### src/rtl/pong_pkg.sv
// Shared types for the pong score keeper: FSM state, winner codes, score type.
package pong_pkg;

  typedef enum logic [1:0] {
    ST_PLAY = 2'd0,
    ST_HOLD = 2'd1,
    ST_OVER = 2'd2
  } state_t;

  typedef logic [3:0] score_t;

  localparam logic [1:0] WINNER_NONE = 2'b00;
  localparam logic [1:0] WINNER_P1   = 2'b01;
  localparam logic [1:0] WINNER_P2   = 2'b10;

  // Increment that never passes the match-ending score.
  function automatic score_t sat_inc(input score_t s, input score_t lim);
    return (s < lim) ? score_t'(s + 4'd1) : s;
  endfunction

endpackage

### src/rtl/frame_timer.sv
// Loadable 8-bit frame down-counter; advances only on tick, flags zero.
module frame_timer #(
  parameter logic [7:0] RESET_VALUE = 8'd0
) (
  input  logic       clk,
  input  logic       rst_n,
  input  logic       tick,
  input  logic       load,
  input  logic       dec,
  input  logic [7:0] load_value,
  output logic       zero
);

  logic [7:0] count_reg;

  always_ff @(posedge clk or negedge rst_n) begin
    if (!rst_n) begin
      count_reg <= RESET_VALUE;
    end else if (tick) begin
      if (load) begin
        count_reg <= load_value;
      end else if (dec && count_reg != 8'd0) begin
        count_reg <= count_reg - 8'd1;
      end
    end
  end

  assign zero = (count_reg == 8'd0);

endmodule

### src/rtl/score_keeper.sv
// Pong match score keeper: PLAY/HOLD/OVER FSM with registered outputs.
// Define SCORE_KEEPER_AUTO_RESTART_EN to clear the match automatically after OVER times out.
module score_keeper
  import pong_pkg::*;
#(
  parameter int WIN_SCORE      = 9,
  parameter int HOLD_FRAMES    = 30,
  parameter int RESTART_FRAMES = 180
) (
  input  logic       clk,
  input  logic       rst_n,
  input  logic       tick,
  input  logic       goal_p1,
  input  logic       goal_p2,
  input  logic       new_match,
  output logic [3:0] score_p1,
  output logic [3:0] score_p2,
  output logic       serve_rst,
  output logic       match_over,
  output logic [1:0] winner
);

  localparam score_t     WIN          = score_t'(WIN_SCORE);
  localparam logic [7:0] HOLD_LOAD    = 8'(HOLD_FRAMES - 1);
  localparam logic [7:0] RESTART_LOAD = 8'(RESTART_FRAMES - 1);

  state_t     state_reg, state_next;
  score_t     score_p1_reg, score_p1_next;
  score_t     score_p2_reg, score_p2_next;
  logic [1:0] winner_reg, winner_next;
  logic       goal_p1_reg, goal_p2_reg;
  logic       serve_rst_reg, match_over_reg;
  logic       rise_p1, rise_p2;
  logic       timer_load, timer_dec, timer_zero, do_clear;
  logic [7:0] timer_value;

  assign rise_p1 = goal_p1 & ~goal_p1_reg;
  assign rise_p2 = goal_p2 & ~goal_p2_reg;

  always_comb begin
    state_next    = state_reg;
    score_p1_next = score_p1_reg;
    score_p2_next = score_p2_reg;
    winner_next   = winner_reg;
    timer_load    = 1'b0;
    timer_dec     = 1'b0;
    timer_value   = HOLD_LOAD;
    do_clear      = new_match;

    if (!new_match) begin
      case (state_reg)
        ST_PLAY: begin
          if (rise_p1 && rise_p2) begin
            state_next = ST_HOLD;
            timer_load = 1'b1;
          end else if (rise_p1 || rise_p2) begin
            if (rise_p1) score_p1_next = sat_inc(score_p1_reg, WIN);
            else         score_p2_next = sat_inc(score_p2_reg, WIN);
            timer_load = 1'b1;
            if (score_p1_next == WIN || score_p2_next == WIN) begin
              state_next  = ST_OVER;
              winner_next = (score_p1_next == WIN) ? WINNER_P1 : WINNER_P2;
              timer_value = RESTART_LOAD;
            end else begin
              state_next = ST_HOLD;
            end
          end
        end
        ST_HOLD: begin
          if (timer_zero) state_next = ST_PLAY;
          else            timer_dec  = 1'b1;
        end
        ST_OVER: begin
`ifdef SCORE_KEEPER_AUTO_RESTART_EN
          if (timer_zero) do_clear  = 1'b1;
          else            timer_dec = 1'b1;
`endif
        end
        default: begin
          state_next = ST_HOLD;
          timer_load = 1'b1;
        end
      endcase
    end

    // A clear (explicit or timed-out restart) overrides anything decided above.
    if (do_clear) begin
      state_next    = ST_HOLD;
      score_p1_next = '0;
      score_p2_next = '0;
      winner_next   = WINNER_NONE;
      timer_load    = 1'b1;
      timer_dec     = 1'b0;
      timer_value   = HOLD_LOAD;
    end
  end

  always_ff @(posedge clk or negedge rst_n) begin
    if (!rst_n) begin
      state_reg      <= ST_HOLD;
      score_p1_reg   <= '0;
      score_p2_reg   <= '0;
      winner_reg     <= WINNER_NONE;
      goal_p1_reg    <= 1'b0;
      goal_p2_reg    <= 1'b0;
      serve_rst_reg  <= 1'b1;
      match_over_reg <= 1'b0;
    end else if (tick) begin
      state_reg      <= state_next;
      score_p1_reg   <= score_p1_next;
      score_p2_reg   <= score_p2_next;
      winner_reg     <= winner_next;
      goal_p1_reg    <= goal_p1;
      goal_p2_reg    <= goal_p2;
      serve_rst_reg  <= (state_next != ST_PLAY);
      match_over_reg <= (state_next == ST_OVER);
    end
  end

  frame_timer #(
    .RESET_VALUE(HOLD_LOAD)
  ) u_timer (
    .clk       (clk),
    .rst_n     (rst_n),
    .tick      (tick),
    .load      (timer_load),
    .dec       (timer_dec),
    .load_value(timer_value),
    .zero      (timer_zero)
  );

  assign score_p1   = score_p1_reg;
  assign score_p2   = score_p2_reg;
  assign serve_rst  = serve_rst_reg;
  assign match_over = match_over_reg;
  assign winner     = winner_reg;

endmodule

### config.mk
export PLATFORM = sky130hd
export DESIGN_NAME = score_keeper
export DESIGN_NICKNAME = d
export VERILOG_FILES = /design/src/rtl/pong_pkg.sv /design/src/rtl/frame_timer.sv /design/src/rtl/score_keeper.sv
export SDC_FILE = /design/constraint.sdc
export NUM_CORES = 1
export LEC_CHECK = 0
export CORE_MARGIN = 2
export CORE_UTILIZATION = 47
export CTS_CLUSTER_DIAMETER = 120
export DETAILED_ROUTE_END_ITERATION = 6
export HOLD_SLACK_MARGIN = 0.05
export PLACE_DENSITY = 0.78
export REMOVE_ABC_BUFFERS = 1
export SETUP_SLACK_MARGIN = 0.1
export SLEW_MARGIN = 30
export SYNTH_ARGS = -nofsm -noshare
export SYNTH_HDL_FRONTEND = slang
export SYNTH_SLANG_ARGS = --single-unit
### constraint.sdc
create_clock -name clk -period 2.92 [get_ports clk]
set_clock_uncertainty 0.15 [all_clocks]
set_input_delay 0.438 -clock clk [delete_from_list [all_inputs] [get_ports clk]]
set_output_delay 0.438 -clock clk [all_outputs]
set_load 0.01 [all_outputs]
==> metrics.md, run 1 <==
| Metric | Value |
|---|---|
| Worst-Skew Late Latency | 0.32 ns |
| Final wirelength | 3.477 mm |
| Slew of the pin with the lowest slew margin | just under 0.5 ns |
| Synth top area cells | sky130_fd_sc_hd__dfrtp_1 27%, sky130_fd_sc_hd__dfstp_2 9.5%, sky130_fd_sc_hd__ha_1 7.5%, sky130_fd_sc_hd__nor2_1 4.1%, sky130_fd_sc_hd__inv_1 3.8% |
| Area taken by flip-flops and latches | 608.1 µm² |
| Startpoint of the most critical register-to-register path | score_p1[0]$_DFFE_PN0P_ |
| Max Clock Freq | approximately 0.41 GHz |
| Final sum of negative setup slack | 0 ns |
| Largest register FFs | 8 |
| Required time reported for the critical path endpoint | just under 3 ns |
| Average via count per standard cell | 5.706 |
| Share of post-route cells with drive strength above 1 | 12.62% |
| Critical path type | in -> reg |
| Antenna diode count | 0 |
| Post-synth top area cell | sky130_fd_sc_hd__dfrtp_1 |
| Cell at the slowest stage of the critical path | sky130_fd_sc_hd__clkdlybuf4s50_1 |
| Crit path DAT | 2.50 ns |
| Endpoint type of the worst setup path | flip-flop |
| Maximum number of pins on one net before global-route repair | 28 |
| Worst-case register-to-register setup slack | 0.48 ns |
| Area fraction of the dominant cell type after synthesis | a little over a quarter |
| Max rail drop VDD | 0.0002307 V |
| Outcome | complete, no violations |
| Vias in the first global route | between 1,000 and 1,500 |
| Post-Route Hold Slack | 0.2902 ns |
| Normalized max-slew margin | 66.36% |
| Number of DRC violations after detailed routing | 0 |
| Leakage | 0.0007427 µW |
| Number of antenna-violating nets in the routed design | 0 |
| Critical register-to-register path endpoint | match_over$_DFFE_PN0P_ |
| Setup-failing EPs final | 0 |
| Final standard cell utilization of the core | 57.33% |
| Fillers | 319 |
| Count of max-cap constraint violations | 0 |
| Half-perimeter wire length after placement | 2.601 mm |
| Mapped Avg Cell Area | ~9 µm² |
| Total area of multi-input combinational cells | roughly 960 µm² |
| Port Buffer Count | 17 |
| Post-CTS setup repair buffer count | 0 |
| Worst path max stage delay | 0.51 ns |
| Wire length per cell after detailed routing | 13.80 µm |
| Clock tree from TritonCTS | done |
| Path category of the worst min-delay check | in -> async |
| Count of instances resized after the clock tree is built | 0 |
| Number of buffers inserted during clock tree synthesis | 3 |
| Final hold violation count | 0 |
| Max FO, Critical Path | 8 |
| Clock edge transition at the registers on the reported setup and hold paths | 0.14 ns |
| Global-route usage over all layers | 19.43% |
| Clock Path Buffers | 2 |
| Clock period minus worst slack | 2.459 ns |
| Cell area after synthesis | about 1700 µm² |
| Die footprint | 4041 µm² |
| Total grt overflow | 0 |
| Number of top-level pins | 18 |
| Total count of max-transition violations in the final report | 0 |
| Clock sink count | 24 |
| Primary FF master, synth | sky130_fd_sc_hd__dfrtp_1 |
| Detailed-route via count | 1,438 |
| Global placer's final weighted congestion | a little under 0.9 |
| Number of storage elements in the synthesis netlist | 24 |
| Standard cell core area | 3363 µm² |
| Cells along the critical path | clkdlybuf4s50_1 > nor2b_1 > o21ai_0 > mux2i_1 > o2bb2ai_2 > o311ai_1 > o22ai_1 |
| Count of cells along the worst register-to-register path | 8 |
| Die height | 63.57 µm |
| Quantity of hold-fixing buffers added after cts | 0 |
| # H-tree levels | 1 |
| Ratio of final minimum period to clock period | 84.20% |
| Layout Nets | roughly 220 |
| Count of distinct cell types in the synthesized netlist | 48 |
| Sequential area share after synthesis | between 30% and 40% |
| Number of enable-type register cells in the synthesized netlist | 0 |
| Placement Rows | 21 |
| Initial antenna violation count | 0 |
| Starting DRT DRC Count | 90 |
| Async set-reset flop share out of synthesis | 100.0% |
| Cells after Synth | between 150 and 200 |
| Starting Density | just under 50% |
| Wire length of the first global-routing pass | 6.292 mm |
| CTS Root Cell | sky130_fd_sc_hd__clkbuf_4 |
| Die Span X | 63.57 µm |
| Element type at the critical path start | input port |
| Yosys Warn Count | 0 |
| Area growth from synthesis to final layout | 15.60% |
| Pwr/cell area | about 590 nW/µm² |
| Number of detailed-route iterations in the first pass | 4 |
| Setup repair after global routing missed its margin | false |
| Highest-count cells in the layout ignoring fill and taps | 18 x sky130_fd_sc_hd__nor2_1, 18 x sky130_fd_sc_hd__dfrtp_1, 17 x sky130_fd_sc_hd__inv_1, 17 x sky130_fd_sc_hd__clkdlybuf4s50_1 |
## logic make-up (layout without fill, tap and decap cells)
group / after synthesis / after routing / synth area share, %
mux: 6 / 6 / 3.901
fa+ha+maj: 10 / 10 / 7.502
flops: 24 / 24 / 36.46
buf+inv: 25 / 43 / 5.701
compound gates: 60 / 60 / 26.18
simple gates: 60 / 60 / 18.68
xor+xnor: 3 / 3 / 1.576
## where the power goes
group          internal [µW]  switching (µW)  total [µW]
clock network           53.5            99.4         153
logic                    227             277         504
registers                410            66.8         477
## cell type report
class	instances	share of cell area, %
clock buffers	4	1.363
multi-input cells	139	50.03
repair buffers	22	10.77
well taps	46	2.985
flip-flops and latches	24	31.54
inverters	17	3.310
## metrics by stage
step	power [µW]	setup WS [ns]	std cells	cell area, µm²
3_3_place_gp	971.3	0.2041	248	1902
5_1_grt	1231	0.2797	252	1928
3_5_place_dp	983.5	0.1632	248	1902
2_1_floorplan	809.0	0.6484	180	1637
6_report	1133	0.4615	252	1928
4_1_cts	1137	0.4856	252	1928
## worst max path at each step
stage / from / endpoint / slack, ns
after CTS: score_p1[0]$_DFFE_PN0P_ / match_over$_DFFE_PN0P_ / 0.49
after detailed placement: goal_p1 / match_over$_DFFE_PN0P_ / 0.16
after floorplan: state_reg[0]$_DFFE_PN1P_ / u_timer.count_reg[2]$_DFFE_PN1P_ / 0.65
after global routing: score_p1[0]$_DFFE_PN0P_ / match_over$_DFFE_PN0P_ / 0.28
after global placement: goal_p1 / match_over$_DFFE_PN0P_ / 0.20
final: goal_p1 / match_over$_DFFE_PN0P_ / 0.46
## layer usage
layer,vias up,routed length (µm),track usage (%)
li1,721,-,-
met1,677,1724,27.23
met2,35,1596,31.18
met3,5,101,1.964
met4,0,55,6.793
met5,-,0,0
## synthesized netlist by cell type, types with 3 or more instances
cell / n
sky130_fd_sc_hd__o22ai_1: 8
sky130_fd_sc_hd__nor2_1: 18
sky130_fd_sc_hd__clkbuf_1: 7
sky130_fd_sc_hd__nor3_1: 6
sky130_fd_sc_hd__a21oi_1: 9
sky130_fd_sc_hd__ha_1: 10
sky130_fd_sc_hd__xnor2_1: 3
sky130_fd_sc_hd__dfrtp_1: 18
sky130_fd_sc_hd__nand2b_1: 3
sky130_fd_sc_hd__nor2b_1: 6
sky130_fd_sc_hd__mux2_2: 4
sky130_fd_sc_hd__a31oi_1: 5
sky130_fd_sc_hd__dfstp_2: 6
sky130_fd_sc_hd__o22a_1: 3
sky130_fd_sc_hd__o21ai_0: 11
sky130_fd_sc_hd__nand2_1: 11
sky130_fd_sc_hd__inv_1: 17
## critical path: cells and delay by family
kind | cells | cell delay, ns
mux | 1 | 0.32
buf+inv | 1 | 0.51
compound gates | 4 | 0.87
simple gates | 1 | 0.35
Note: power is estimated with default switching activity, not from simulation.
==> run 2: changes to the inputs <==
==> constraint.sdc (replaced) <==
create_clock -name clk -period 2.4 [get_ports clk]
set_clock_uncertainty 0.15 [all_clocks]
set_input_delay 0.36 -clock clk [delete_from_list [all_inputs] [get_ports clk]]
set_output_delay 0.36 -clock clk [all_outputs]
set_load 0.01 [all_outputs]
==> metrics.md, run 2 (same netlist as run 1, synthesis figures left out) <==
| Metric | Value |
|---|---|
| Critical register-to-register path endpoint | u_timer.count_reg[6]$_DFFE_PN0P_ |
| Startpoint of the most critical register-to-register path | u_timer.count_reg[6]$_DFFE_PN0P_ |
| Fillers | approximately 290 |
| Highest-count cells in the layout ignoring fill and taps | 28 x sky130_fd_sc_hd__buf_4, 18 x sky130_fd_sc_hd__nor2_1, 18 x sky130_fd_sc_hd__dfrtp_1 |
| Max Clock Freq | 0.4478 GHz |
| Quantity of hold-fixing buffers added after cts | 0 |
| Initial antenna violation count | 0 |
| Endpoint type of the worst setup path | flip-flop |
| Pwr/cell area | 731.9 nW/µm² |
| Clock tree from TritonCTS | done |
| Number of detailed-route iterations in the first pass | 6 |
| Clock Path Buffers | 2 |
| Max FO, Critical Path | 4 |
| Slew of the pin with the lowest slew margin | 0.3642 ns |
| Path category of the worst min-delay check | in -> async |
| Wire length per cell after detailed routing | 15.32 µm |
| Max rail drop VDD | 0.0003215 V |
| # H-tree levels | 1 |
| Standard cell core area | 3363 µm² |
| Die footprint | 4041 µm² |
| Count of cells along the worst register-to-register path | 7 |
| Port Buffer Count | 17 |
| Number of top-level pins | 18 |
| Commonest non-fill, non-tap cell in the layout | sky130_fd_sc_hd__buf_4 |
| Worst-case register-to-register setup slack | 0.17 ns |
| Area growth from synthesis to final layout | 33.68% |
| Detailed-route via count | 1,558 |
| Setup repair after global routing missed its margin | true |
| Global-route usage over all layers | 21.33% |
| Global placer's final weighted congestion | 0.8514 |
| Half-perimeter wire length after placement | 2.874 mm |
| Number of DRC violations after detailed routing | 0 |
| Die height | 63.57 µm |
| Share of post-route cells with drive strength above 1 | 28.57% |
| Critical path type | reg -> reg |
| Leakage | 0.0008858 µW |
| Ratio of final minimum period to clock period | 93.04% |
| Antenna diode count | 0 |
| Worst-Skew Late Latency | ~0.33 ns |
| Outcome | complete, no violations |
| Post-Route Hold Slack | 0.2103 ns |
| Final standard cell utilization of the core | around two thirds |
| Clock period minus worst slack | 2.233 ns |
| Final hold violation count | 0 |
| Normalized max-slew margin | around 76% |
| Final wirelength | about 4.2 mm |
| Wire length of the first global-routing pass | 6.962 mm |
| Placement Rows | 21 |
| Die Span X | ~64 µm |
| Starting DRT DRC Count | roughly 120 |
| Clock edge transition at the registers on the reported setup and hold paths | 0.15 ns |
| Total count of max-transition violations in the final report | 0 |
| Clock sink count | 24 |
| Layout Nets | 248 |
| Vias in the first global route | 1,562 |
| Setup-failing EPs final | 0 |
| Number of buffers inserted during clock tree synthesis | 3 |
| Largest register FFs | 8 |
| Count of max-cap constraint violations | 0 |
| Total grt overflow | 0 |
| Number of antenna-violating nets in the routed design | 0 |
| CTS Root Cell | sky130_fd_sc_hd__clkbuf_4 |
| Crit path DAT | ~2.3 ns |
| Starting Density | 49.59% |
| Total chip power | between 1500 and 2000 µW |
| Element type at the critical path start | flip-flop |
| Maximum number of pins on one net before global-route repair | 25 |
| Required time reported for the critical path endpoint | 2.47 ns |
| Average via count per standard cell | 5.625 |
[run 2: worst max-delay path: stages (launching register included)]
cell                      delay (ns)
sky130_fd_sc_hd__dfrtp_1        0.42
sky130_fd_sc_hd__or4_1          0.59
sky130_fd_sc_hd__o21a_1         0.24
sky130_fd_sc_hd__o31ai_4        0.27
sky130_fd_sc_hd__buf_6          0.18
sky130_fd_sc_hd__nor4_4         0.04
sky130_fd_sc_hd__xnor2_1        0.18
sky130_fd_sc_hd__a21oi_1        0.06
[run 2: area by class of cell]
| cell class | instances | area, µm² | area share (%) |
|---|---|---|---|
| clock buffers | 4 | 36.28 | 1.627 |
| well taps | 46 | 57.56 | 2.581 |
| inverters | 17 | 63.81 | 2.862 |
| repair buffers | 47 | 402.9 | 18.07 |
| multi-input cells | 139 | 1061 | 47.59 |
| flip-flops and latches | 24 | 608.1 | 27.27 |
[run 2: stage by stage]
stage | setup slack (ns) | instances | instance area, µm² | TNS (ns)
2_1_floorplan | 0.1284 | 180 | 1637 | 0
3_3_place_gp | -0.1056 | 264 | 2022 | -0.6914
3_5_place_dp | -0.1623 | 264 | 2022 | -1.385
4_1_cts | 0.07587 | 270 | 2081 | 0
5_1_grt | 0.07794 | 277 | 2230 | 0
6_report | 0.1670 | 277 | 2230 | 0
[run 2: routing by layer]
metal | vias up | part of all wire [%] | GRT usage [%]
met4 | 0 | 2.7 | 10.33
met3 | 9 | 3.5 | 1.786
li1 | 771 | - | -
met2 | 44 | 48 | 34.21
met5 | - | 0 | 0
met1 | 734 | 46 | 28.89
[run 2: worst max-delay path by stage]
stage	startpoint	end	slack, ns
final	u_timer.count_reg[6]$_DFFE_PN0P_	u_timer.count_reg[6]$_DFFE_PN0P_	0.17
after global placement	goal_p1	serve_rst$_DFFE_PN1P_	-0.11
after floorplan	state_reg[0]$_DFFE_PN1P_	u_timer.count_reg[2]$_DFFE_PN1P_	0.13
after CTS	state_reg[0]$_DFFE_PN1P_	u_timer.count_reg[2]$_DFFE_PN1P_	0.08
after global routing	u_timer.count_reg[1]$_DFFE_PN0P_	u_timer.count_reg[6]$_DFFE_PN0P_	0.08
after detailed placement	goal_p1	u_timer.count_reg[7]$_DFFE_PN0P_	-0.16
[run 2: repair_timing]
item,in CTS,in global routing
buffers inserted,2,7
pin swaps,1,7
endpoints found under the hold margin,0,0
endpoints found under the setup margin,2,12
gates resized for setup,1,24
[run 2: power breakdown]
group	switching, µW	internal, µW	total, µW	leakage, µW
combinational	421	390	812	0.000560
clock	135	93.0	228	0.0000210
sequential	93.5	499	592	0.000305
==> run 3: changes to the inputs <==
--- a/config.mk
+++ b/config.mk
@@ -7,8 +7,10 @@
 export LEC_CHECK = 0
 export CORE_MARGIN = 2
 export CORE_UTILIZATION = 47
+export CTS_BUF_LIST = sky130_fd_sc_hd__clkbuf_16
 export CTS_CLUSTER_DIAMETER = 120
 export DETAILED_ROUTE_END_ITERATION = 6
+export GPL_TIMING_DRIVEN = 0
 export HOLD_SLACK_MARGIN = 0.05
 export PLACE_DENSITY = 0.78
 export REMOVE_ABC_BUFFERS = 1
@@ -16,4 +18,5 @@
 export SLEW_MARGIN = 30
 export SYNTH_ARGS = -nofsm -noshare
 export SYNTH_HDL_FRONTEND = slang
+export SYNTH_HIERARCHICAL = 1
 export SYNTH_SLANG_ARGS = --single-unit
==> metrics.md, run 3 <==
| Metric | Value |
|---|---|
| Outcome | finished, violations left |
| Violated checks | negative setup slack |
| Count of distinct cell types in the synthesized netlist | 57 |
| Cells along the critical path | inv_2 > ha_4 > inv_1 > o21ai_2 > mux2i_2 > nor4_4 > or2_4 > nand2_4 > or2_4 > and3_4 > a31oi_1 > o21ai_1 |
| Final sum of negative setup slack | -0.02165 ns |
| Share of post-route cells with drive strength above 1 | 37.29% |
| Relative contribution of the clock network to total power | 26.8% |
| Number of enable-type register cells in the synthesized netlist | 0 |
| Cell-internal power | 1185 µW |
| Sequential area share after synthesis | 34.62% |
| Fillers | 269 |
| Cells after Synth | 198 |
| Post-synth top area cell | sky130_fd_sc_hd__dfrtp_1 |
| Vias in the first global route | roughly 1,500 |
| Placement Rows | 22 |
| Normalized max-slew margin | 55.18% |
| Clock edge transition at the registers on the reported setup and hold paths | 0.06 ns |
| Cell at the slowest stage of the critical path | sky130_fd_sc_hd__dfrtp_1 |
| Total chip power | 1816 µW |
| Worst path max stage delay | 0.41 ns |
| Die footprint | 4243 µm² |
| Crit path DAT | 2.46 ns |
| Max rail drop VDD | around 0.00038 V |
| Largest register FFs | 8 |
| Half-perimeter wire length after placement | 2.441 mm |
| Antenna diode count | 0 |
| Wire length per cell after detailed routing | 16.95 µm |
| Max Clock Freq | 0.4129 GHz |
| Most numerous cell in the Yosys netlist | sky130_fd_sc_hd__dfrtp_1 |
| Number of top-level pins | 18 |
| Number of antenna-violating nets in the routed design | 0 |
| Maximum number of pins on one net before global-route repair | 36 |
| Initial antenna violation count | 0 |
| Setup-failing EPs final | 1 |
| Wire length of the first global-routing pass | about 7 mm |
| Total area of multi-input combinational cells | 1251 µm² |
| Setup slack of the critical path after layout | -0.02165 ns |
| Element type at the critical path start | flip-flop |
| Slew of the pin with the lowest slew margin | 0.6722 ns |
| Endpoint type of the worst setup path | flip-flop |
| Final wirelength | 4.813 mm |
| Area taken by flip-flops and latches | 609.3 µm² |
| Required time reported for the critical path endpoint | 2.43 ns |
| Critical path type | reg -> reg |
| Yosys Warn Count | 6 |
| Global-route usage over all layers | 20.53% |
| Layout Nets | 253 |
| Global placer's final weighted congestion | 0.8315 |
| Power share of the sequential group | 35.8% |
| Die height | roughly 65 µm |
| Number of buffers inserted during clock tree synthesis | 3 |
| Pre-CTS WS | -0.5846 ns |
| CTS Root Cell | sky130_fd_sc_hd__clkbuf_16 |
| Cell Count, Final, Fillers Out | 284 |
| Clock Path Buffers | 2 |
| Largest delay share family, worst path | simple AND/OR/NAND/NOR gates |
| Switching share of power | 34.77% |
| Cell total after placement | 256 |
| Die Span X | 65.14 µm |
| Area growth from synthesis to final layout | 37.96% |
| Worst path bufs/invs | 2 |
| Max FO, Critical Path | 2 |
| Leakage | 0.001040 µW |
| Combinational group share of total power | a little under two fifths |
| Most common cell on crit path | sky130_fd_sc_hd__or2_4 |
| Average via count per standard cell | 6.000 |
| Starting Density | 48.35% |
| Total count of max-transition violations in the final report | 0 |
| Mapped Avg Cell Area | 8.872 µm² |
| Final hold violation count | 0 |
| Number of detailed-route iterations in the first pass | 4 |
| Top cells by instance count after synthesis | 18 x sky130_fd_sc_hd__dfrtp_1, 16 x sky130_fd_sc_hd__inv_1, 16 x sky130_fd_sc_hd__nand2_1, 16 x sky130_fd_sc_hd__o21ai_0, 15 x sky130_fd_sc_hd__nor2_1 |
| Number of storage elements in the synthesis netlist | 24 |
| Setup repair after global routing missed its margin | true |
| Async set-reset flop share out of synthesis | 100.0% |
| Standard cell core area | 3633 µm² |
| Ratio of final minimum period to clock period | 100.9% |
| Starting DRT DRC Count | 120 |
| Number of DRC violations after detailed routing | 0 |
| Pwr/cell area | 749.3 nW/µm² |
| Clock period minus worst slack | 2.422 ns |
| Switching pwr | 631.3 µW |
| Clock tree from TritonCTS | done |
| Synth top area cells | sky130_fd_sc_hd__dfrtp_1 26%, sky130_fd_sc_hd__dfstp_2 9.0%, sky130_fd_sc_hd__ha_1 7.1%, sky130_fd_sc_hd__o21ai_0 4.6%, sky130_fd_sc_hd__inv_1 3.4% |
| Clock sink count | 24 |
| Area fraction of the dominant cell type after synthesis | 25.64% |
| Worst-Skew Late Latency | 0.26 ns |
| Highest-count cells in the layout ignoring fill and taps | 19 x sky130_fd_sc_hd__buf_4, 17 x sky130_fd_sc_hd__dfrtp_1, 15 x sky130_fd_sc_hd__nand2_1 |
| Cell area after synthesis | 1757 µm² |
| Commonest non-fill, non-tap cell in the layout | sky130_fd_sc_hd__buf_4 |
| # H-tree levels | 1 |
| Post-Route Hold Slack | 0.3611 ns |
| Primary FF master, synth | sky130_fd_sc_hd__dfrtp_1 |
| Path category of the worst min-delay check | reg -> reg |
| Count of max-cap constraint violations | 0 |
| Detailed-route via count | between 1,500 and 2,000 |
| Total grt overflow | 0 |
| Port Buffer Count | 17 |
## run 3: path summary, 6_finish.rpt
kind                                         start  cells past startpoint                                to  slack [ns]
max in group asynchronous                    rst_n                      2           score_p1[0]$_DFFE_PN0P_        1.23
max                        score_p2[0]$_DFFE_PN0P_                     12  u_timer/count_reg[3]$_DFFE_PN1P_       -0.02
min                        goal_p2_reg$_DFFE_PN0P_                      1           goal_p2_reg$_DFFE_PN0P_        0.36
max reg2reg                score_p2[0]$_DFFE_PN0P_                     12  u_timer/count_reg[3]$_DFFE_PN1P_       -0.02
min in group asynchronous                    rst_n                      2           goal_p1_reg$_DFFE_PN0P_        0.47
min reg2reg                goal_p2_reg$_DFFE_PN0P_                      1           goal_p2_reg$_DFFE_PN0P_        0.36
## run 3: final cells by class
cell class,count,area share (%)
clock buffer,3,3.098
clock inverter,1,1.239
inverter,16,2.633
multi-input combinational,153,51.63
sequential,24,25.14
tap,48,2.478
timing repair buffer,39,13.78
## run 3: metal layers
layer,GRT usage (%),up-vias,routed length (µm)
met2,32.60,50,2307
met1,28.07,843,2209
met5,0,-,0
met4,10.16,0,117
met3,2.055,11,178
li1,-,800,-
## run 3: through the flow
step | cell area [µm²] | utilization, %
6_report | 2424 | 66.70
5_1_grt | 2424 | 66.70
2_1_floorplan | 1720 | -
3_5_place_dp | 1941 | 53.41
3_3_place_gp | 1951 | 53.68
4_1_cts | 2251 | 61.95
## run 3: logic make-up after synthesis
logic type	after synthesis	share of synthesized area [%]
AOI/OAI and AO/OA	54	22.44
adders and majority gates	10	7.123
DFF	24	34.62
other	2	0.4275
xor gates and xnor gates	1	0.4987
buffers and inverters	24	5.698
muxes	7	4.487
and+or+nand+nor	76	24.72
## run 3: worst register-to-register path: cells and delay by family, from the launching register on
kind,cells,cell delay (ns)
fa+ha+maj,1,0.13
buf+inv,2,0.13
mux,1,0.11
flops,1,0.41
simple gates,5,1.00
compound gates,3,0.41
## run 3: power by group through the flow
stage | clock [µW] | combinational (µW) | sequential, µW
after floorplan | 0 | 323 | 601
after global placement | 0 | 434 | 619
after detailed placement | 0 | 440 | 624
after CTS | 490 | 543 | 631
after global routing | 506 | 728 | 663
final | 486 | 679 | 650
## run 3: timing repair
action                                  CTS  global route
setup buffers                            13             9
endpoints found under the setup margin   14            14
resized for setup                        33            26
hold buffers                              1             0
endpoints found under the hold margin    18             0
gates cloned                              0             2
pin swaps                                10             9
